==> config.mk <==
export PLATFORM = sky130hd
export DESIGN_NAME = shift_unit_flat
export DESIGN_NICKNAME = d
export VERILOG_FILES = /design/src/rtl/shift_pkg.sv /design/src/rtl/shift_unit_if.sv /design/src/rtl/shift_step.sv /design/src/rtl/shift_unit.sv /design/src/flat_wrapper.sv
export SDC_FILE = /design/constraint.sdc
export NUM_CORES = 1
export LEC_CHECK = 0
export CORE_MARGIN = 2
export CORE_UTILIZATION = 45
export CTS_BUF_LIST = sky130_fd_sc_hd__clkbuf_4 sky130_fd_sc_hd__clkbuf_8 sky130_fd_sc_hd__clkbuf_16
export DETAILED_ROUTE_END_ITERATION = 16
export PLACE_DENSITY_LB_ADDON = 0.15
export SYNTH_ARGS = -nofsm -noshare
export SYNTH_HDL_FRONTEND = slang
export SYNTH_SLANG_ARGS = --single-unit
==> constraint.sdc <==
create_clock -name clk -period 6.97 [get_ports clk]
set_input_delay 2.091 -clock clk [delete_from_list [all_inputs] [get_ports clk]]
set_output_delay 2.091 -clock clk [all_outputs]
set_load 0.01 [all_outputs]
==> src/rtl/shift_pkg.sv <==
// Shared shifter encodings: operation codes and control-FSM states.
// The ALU decoder imports the same op encodings.
package shift_pkg;

    typedef enum logic [1:0] {
        OP_SLL = 2'b00,
        OP_SRL = 2'b01,
        OP_SRA = 2'b10,
        OP_ROL = 2'b11
    } shift_op_e;

    typedef enum logic [1:0] {
        ST_IDLE  = 2'b00,
        ST_SHIFT = 2'b01,
        ST_DONE  = 2'b10
    } shift_state_e;

endpackage

==> src/rtl/shift_unit_if.sv <==
// Request/result handshake bundle for shift_unit.
// The master side issues requests and consumes results; the slave side is the unit.
interface shift_unit_if #(
    parameter int WIDTH = 32
) ();
    localparam int SHW = $clog2(WIDTH);

    logic             in_valid;
    logic             in_ready;
    logic [WIDTH-1:0] a;
    logic [SHW-1:0]   shamt;
    logic [1:0]       op;
    logic             out_valid;
    logic             out_ready;
    logic [WIDTH-1:0] y;
    logic             zero;

    modport master (
        output in_valid, a, shamt, op, out_ready,
        input  in_ready, out_valid, y, zero
    );

    modport slave (
        input  in_valid, a, shamt, op, out_ready,
        output in_ready, out_valid, y, zero
    );
endinterface

==> src/rtl/shift_step.sv <==
// Combinational single-cycle shifter: shifts data by k (0..STEP) bits
// according to op.
module shift_step
    import shift_pkg::*;
#(
    parameter int WIDTH = 32,
    parameter int STEP  = 1
) (
    input  logic [WIDTH-1:0]           data_i,
    input  logic [$clog2(STEP+1)-1:0]  k_i,
    input  shift_op_e                  op_i,
    output logic [WIDTH-1:0]           data_o
);
    localparam int SHW = $clog2(WIDTH);
    localparam logic [SHW:0] WFULL = (SHW+1)'(WIDTH);

    // Right-shift distance for the rotate's wrap-around part; k=0 gives WIDTH,
    // which shifts everything out and leaves data unchanged.
    logic [SHW:0] rk;

    always_comb begin
        rk     = WFULL - (SHW+1)'(k_i);
        data_o = data_i;
        case (op_i)
            OP_SLL:  data_o = data_i << k_i;
            OP_SRL:  data_o = data_i >> k_i;
            OP_SRA:  data_o = $signed(data_i) >>> k_i;
            OP_ROL:  data_o = (data_i << k_i) | (data_i >> rk);
            default: data_o = data_i;
        endcase
    end
endmodule

==> src/rtl/shift_unit.sv <==
// Multi-cycle shifter: captures a request, shifts up to STEP bits per cycle,
// then holds the result until the consumer takes it.
module shift_unit
    import shift_pkg::*;
#(
    parameter int WIDTH = 32,
    parameter int STEP  = 1
) (
    input  logic         clk,
    input  logic         rst,
    shift_unit_if.slave  bus
);
    localparam int SHW = $clog2(WIDTH);
    localparam int KW  = $clog2(STEP+1);

    shift_state_e     state_q;
    shift_op_e        op_q;
    logic [WIDTH-1:0] work_q;
    logic [WIDTH-1:0] work_d;
    logic [SHW-1:0]   rem_q;
    logic [SHW-1:0]   rem_d;
    logic [KW-1:0]    k;
    logic             in_ready_q;
    logic             out_valid_q;

    // Per-cycle amount is min(STEP, remaining).
    always_comb begin
        k = KW'(rem_q);
        if (32'(rem_q) >= STEP) begin
            k = KW'(STEP);
        end
        rem_d = rem_q - SHW'(k);
    end

    shift_step #(
        .WIDTH (WIDTH),
        .STEP  (STEP)
    ) u_step (
        .data_i (work_q),
        .k_i    (k),
        .op_i   (op_q),
        .data_o (work_d)
    );

    always_ff @(posedge clk or posedge rst) begin
        if (rst) begin
            state_q     <= ST_IDLE;
            op_q        <= OP_SLL;
            work_q      <= '0;
            rem_q       <= '0;
            in_ready_q  <= 1'b1;
            out_valid_q <= 1'b0;
        end else begin
            case (state_q)
                ST_IDLE: begin
                    if (bus.in_valid) begin
                        work_q     <= bus.a;
                        rem_q      <= bus.shamt;
                        op_q       <= shift_op_e'(bus.op);
                        in_ready_q <= 1'b0;
                        if (bus.shamt == '0) begin
                            state_q     <= ST_DONE;
                            out_valid_q <= 1'b1;
                        end else begin
                            state_q <= ST_SHIFT;
                        end
                    end
                end
                ST_SHIFT: begin
                    work_q <= work_d;
                    rem_q  <= rem_d;
                    if (rem_d == '0) begin
                        state_q     <= ST_DONE;
                        out_valid_q <= 1'b1;
                    end
                end
                ST_DONE: begin
                    // Release goes back to IDLE only; a new request waits for the next edge.
                    if (bus.out_ready) begin
                        state_q     <= ST_IDLE;
                        out_valid_q <= 1'b0;
                        in_ready_q  <= 1'b1;
                    end
                end
                default: begin
                    state_q     <= ST_IDLE;
                    in_ready_q  <= 1'b1;
                    out_valid_q <= 1'b0;
                end
            endcase
        end
    end

    assign bus.in_ready  = in_ready_q;
    assign bus.out_valid = out_valid_q;
    assign bus.y         = work_q;
    assign bus.zero      = (work_q == '0);
endmodule

==> src/flat_wrapper.sv <==
// flat-port wrapper written by rule: the top's interface ports become plain ports
module shift_unit_flat import shift_pkg::*;
#(
    parameter int WIDTH = 32,
    parameter int STEP  = 1
)
  (clk, rst, bus_in_valid, bus_a, bus_shamt, bus_op, bus_out_ready, bus_in_ready, bus_out_valid, bus_y, bus_zero);
  shift_unit_if #(.WIDTH(WIDTH)) bus_i ();
  input  logic clk;
  input  logic rst;
  input wire logic [$bits(bus_i.in_valid)-1:0] bus_in_valid;
  input wire logic [$bits(bus_i.a)-1:0] bus_a;
  input wire logic [$bits(bus_i.shamt)-1:0] bus_shamt;
  input wire logic [$bits(bus_i.op)-1:0] bus_op;
  input wire logic [$bits(bus_i.out_ready)-1:0] bus_out_ready;
  output wire logic [$bits(bus_i.in_ready)-1:0] bus_in_ready;
  output wire logic [$bits(bus_i.out_valid)-1:0] bus_out_valid;
  output wire logic [$bits(bus_i.y)-1:0] bus_y;
  output wire logic [$bits(bus_i.zero)-1:0] bus_zero;
  assign bus_i.in_valid = bus_in_valid;
  assign bus_i.a = bus_a;
  assign bus_i.shamt = bus_shamt;
  assign bus_i.op = bus_op;
  assign bus_i.out_ready = bus_out_ready;
  assign bus_in_ready = bus_i.in_ready;
  assign bus_out_valid = bus_i.out_valid;
  assign bus_y = bus_i.y;
  assign bus_zero = bus_i.zero;
  shift_unit #(.WIDTH(WIDTH), .STEP(STEP)) u_core (.clk(clk), .rst(rst), .bus(bus_i));
endmodule
# Yosys cells after proc, flatten, opt, wreduce, memory -nomap -nowiden

Index checks and enable logic that the tools add are counted.

Mux-type cells: 19
$add $sub $neg: 2
Shifts and indexed selects: 4
Equality and inequality tests: 9
Reduce and logical (&&, ||, !) cells: 11
Order comparisons: 1
Bitwise logic cells: 2

Operator list:

| cell                                                 | count |
|---|---|
| one-hot mux 32 bit (4 select lines)                  | 1 |
| one-hot mux 32 bit (2 select lines)                  | 1 |
| logical NOT 32 bit                                   | 1 |
| two-way mux 32 bit                                   | 1 |
| OR 32 bit                                            | 1 |
| << shifter 32 x 1 -> 32 bit                          | 1 |
| right shift 32 x 1 -> 32 bit                         | 1 |
| right shift 32 x 6 -> 32 bit                         | 1 |
| >>> shifter 32 x 1 -> 32 bit                         | 1 |
| logical NOT 5 bit                                    | 2 |
| one-hot mux 5 bit (2 select lines)                   | 1 |
| two-way mux 2 bit                                    | 4 |
| two-way mux 1 bit                                    | 7 |
| equality test 2 bit (second input constant)          | 3 |
| one-hot mux 1 bit (3 select lines)                   | 2 |
| one-hot mux 2 bit (3 select lines)                   | 1 |
| AND reduction 3 bit                                  | 2 |
| subtractor 6 x 1 -> 6 bit (first input constant)     | 1 |
| >= comparator 5 x 1 -> 1 bit (second input constant) | 1 |
| two-way mux 5 bit                                    | 1 |
| subtractor 5 x 1 -> 5 bit                            | 1 |
| equality test 2 x 1 -> 1 bit (second input constant) | 2 |
| logical NOT 2 bit                                    | 2 |
| != test 2 x 1 -> 1 bit (second input constant)       | 2 |
| other kinds (5)                                      | 7 |

Logic and storage cells: 54
Input bits: 43
Flip-flop bits (word level): 43

# Logic depth before layout (Yosys ltp)

Depth in word-level cells: 7
Gate-level depth with buffers: 9
Mapped depth without buffers: 8

# Cells and area by module

Synthesis repeated with hierarchy kept, for this count alone.

Cells, all modules: 339
Area, all modules: 2971.6 um^2

By module, submodules not included:

| module     | area each (um^2) | cells an instance | sequential area each (um^2) | times used |
|---|---|---|---|---|
| shift_unit | 2292.2           | 230               | 1077.3                      | 1 |
| shift_step | 679.4            | 109               | 0.0                         | 1 |

# Worst setup path after synthesis

Ideal clock, no wire load.

Path type: flip-flop to output port
Start point: reg (tool-made name)
End point: out bus_zero
Path buffers: 0
Data arrival time: 1.024 ns
Data required time: 4.879 ns
Cell stages (with the launch flop): 4
Setup slack: 3.855 ns
Cells stage by stage: dfrtp_1 > nor4_1 > nand4_1 > nor2_1

RTL lines:

| item             | RTL line           | source |
|---|---|---|
| end: declaration | flat_wrapper.sv:19 | `output wire logic [$bits(bus_i.zero)-1:0] bus_zero;` |

# Worst setup path in the final report

Start point: reg u_core.work_q[6] (netlist: u_core.bus.y[6])
End point: out bus_zero

Longest elaborated chain between the ends: 1

RTL lines:

| item                     | RTL line         | source |
|---|---|---|
| start: declaration       | shift_unit.sv:18 | `logic [WIDTH-1:0] work_q;` |
| start signal: assignment | shift_unit.sv:57 | `work_q <= bus.a;` |
| start signal: assignment | shift_unit.sv:70 | `work_q <= work_d;` |
| logical NOT 32 bit       | shift_unit.sv:97 | `assign bus.zero = (work_q == '0);` |

No other way between the ends.

==> metrics.txt <==
layout cells sized above 1=0.0901; Tot GR Track Use=0.245; WL/cell=17.8 µm; clock skew=0.00871 ns; Synth Warn #=0; initial core utilization=0.471; critical path capture point type=output port; run status=completed; NetSw=1.05 mW; Peak Freq=237 MHz; #FFs+latches synth=43; area of the multi-input gates=1950 µm²; die outline height=88.8 µm; Fin Hold WS=0.517 ns; Slew Viols, Final=0; top cells by area, synth=dfrtp_1, a21oi_1, mux2i_1; clock share of power=0.083; # diodes=0; Core Box Area=6870 µm²; H-tree depth=2; DP Wirelength=5.87 mm; Worst Path Arrival=2.13 ns; CTS Buf Count=5; grt total ovfl=0; Power Total=2.21 mW; pwr dens=541 nW/µm²; vias in the first global route=3,101; First-pass DRT Iterations=5; WL final=9.40 mm; Syn Inst Count=381; Max transition margin=0.222; Remaining DRCs=0; Avg Cell Area, Syn=8.49 µm²; remaining antenna violation count=0; final hold vios=0; Pleak=1.48 nW; total number of vias=3,353; clk root buf=clkbuf_8; first-pass GRT wire length=15.5 mm; maximum clock path buffer count=2; worst slew pin tran=1.17 ns; NumNets Final=477; CP Class=flip-flop to output port; Int Power=1.16 mW; largest net degree at the start of global routing=47; final setup violation count=0; Post-synth EDFFs=0; leading area contributor after synthesis=dfrtp_1; drt via density=6.34; CTS resizes=0; fin crit share=0.606; Port Buffer Count=77; initial antenna violation count=0; crit path time final=4.22 ns; Worst-Skew Late Latency=0.30 ns; post-synthesis sequential area ratio=0.333; Clk pin slew, worst setup/hold paths=0.09 ns; Max VDD drop=0.280 mV; Post-CTS Hold Fix Bufs=0; combinational share of power=0.606; CTS tree=built; P&R area growth vs syn=26.4%; post-layout util=0.595; Synth Net Count=426; worst hold path type=flip-flop to flip-flop; data required time of the worst path=4.88 ns; die area=7880 µm²; Maximum Capacitance Violations=0; sequential cell area=1080 µm²; num ports=78; Cell variety after synth=44; Synth top area share=0.325; sw frac=0.474; unrepaired setup endpoints after global routing=no; Primary FF master, synth=dfrtp_1; num rows=30; drt initial violations=297; Seq pwr share=0.312; share of flip-flops with an asynchronous set or reset=1.00; Die X-Extent=88.8 µm; Setup crit start kind=flip-flop; post-CTS setup buffers=0; Final GP Congestion=0.815; Max Fanout on Critical Path=6; # fillers=617; CTS sink count=43; setup TNS=0 ns; Post-Syn Area=3230 µm²
## area by class of cell
| type | count | share of cell area |
|---|---|---|
| multi-input combinational | 293 | 0.477 |
| sequential | 43 | 0.264 |
| timing repair buffer | 82 | 0.198 |
| tap | 96 | 0.0294 |
| clock buffer | 7 | 0.0236 |
| inverter | 7 | 0.00643 |
| clock inverter | 1 | 0.00184 |
## worst paths after layout
kind	startpoint	to	slack [ns]	depth (start not counted)
max	u_core.bus.y[6]$_DFFE_PP0P_	bus_zero	2.75	4
min	u_core.bus.out_valid$_DFFE_PP0P_	u_core.bus.out_valid$_DFFE_PP0P_	0.52	1
max reg2reg	u_core.op_q[0]$_DFFE_PP0P_	flip-flop	3.94	5
min reg2reg	u_core.bus.out_valid$_DFFE_PP0P_	u_core.bus.out_valid$_DFFE_PP0P_	0.52	1
max in group asynchronous	rst	async pin	4.36	3
min in group asynchronous	rst	u_core.op_q[0]$_DFFE_PP0P_	2.23	3
## Yosys cell counts (2+ instances only)
master / count
nor2_1: 27
nand2_1: 16
o21a_1: 3
clkbuf_1: 28
dfrtp_1: 42
o22a_1: 3
nor4_1: 9
mux2_4: 5
a21oi_1: 48
o21ai_0: 6
ha_1: 2
nand2b_1: 20
o22ai_1: 27
nor3_1: 22
a31oi_1: 22
mux2i_1: 21
or2_2: 2
inv_1: 7
mux2_2: 13
o311ai_0: 18
a221oi_1: 4
buf_2: 4
o31ai_1: 5
nand4_1: 2
nand3_1: 2
buf_6: 4
a22oi_1: 2
## metrics by stage
stage / std cells / instance area, µm² / setup WS [ns]
final: 529 / 4090 / 2.75
after global routing: 529 / 4090 / 2.73
after CTS: 529 / 4090 / 2.81
after detailed placement: 521 / 3980 / 2.70
after global placement: 521 / 3980 / 2.73
after floorplan: 381 / 3230 / 3.86
## worst max-delay path: stages (launching register included)
cell and delay [ns]:
dfrtp_1 0.46, nor4_1 0.44, nand4_1 0.18, nor2_1 0.19
clkdlybuf4s50_1 0.56
## placed cells by master (no fill, tap or decap), drive strengths merged, types with 2 or more instances in the layout
master | synthesis | layout
buf | 10 | 5
a221oi | 5 | 5
o31ai | 5 | 5
nor2 | 27 | 27
nor3 | 22 | 22
mux2 | 18 | 18
a22oi | 2 | 2
o311ai | 18 | 18
nand4 | 2 | 2
o21a | 3 | 3
nand2 | 16 | 16
nand2b | 20 | 20
nand3 | 2 | 2
nor4 | 9 | 9
a21oi | 48 | 48
or2 | 3 | 3
a31oi | 22 | 22
o21ai | 7 | 7
dfrtp | 42 | 42
ha | 2 | 2
mux2i | 21 | 21
clkbuf | 28 | 7
clkdlybuf4s50 | 0 | 77
o22a | 3 | 3
o22ai | 27 | 27
inv | 7 | 7
## power groups by stage
stage / Combinational [mW] / Clock, mW / Sequential [mW]
after global routing: 1.48 / 0.196 / 0.714
after floorplan: 0.986 / 0 / 0.595
after CTS: 1.34 / 0.186 / 0.677
after detailed placement: 1.33 / 0 / 0.682
after global placement: 1.30 / 0 / 0.676
final: 1.34 / 0.183 / 0.689
## cell families after synthesis
kind of cell | synth area share
and+or+nand+nor | 0.166
DFF | 0.333
muxes | 0.134
adders and majority gates | 0.00774
buffers and inverters | 0.0666
AOI/OAI and AO/OA | 0.290
xor gates and xnor gates | 0.00271
## routing by layer
| layer | vias to the layer above | part of all wire | wire length (µm) | GRT usage |
|---|---|---|---|---|
| li1 | 1570 | - | - | - |
| met1 | 1615 | 0.45 | 4220 | 0.348 |
| met2 | 158 | 0.48 | 4480 | 0.398 |
| met3 | 10 | 0.068 | 641 | 0.0326 |
| met4 | 0 | 0.0072 | 68 | 0.0510 |
| met5 | - | 0 | 0 | 0 |
Power figures use the tool's default switching activity.
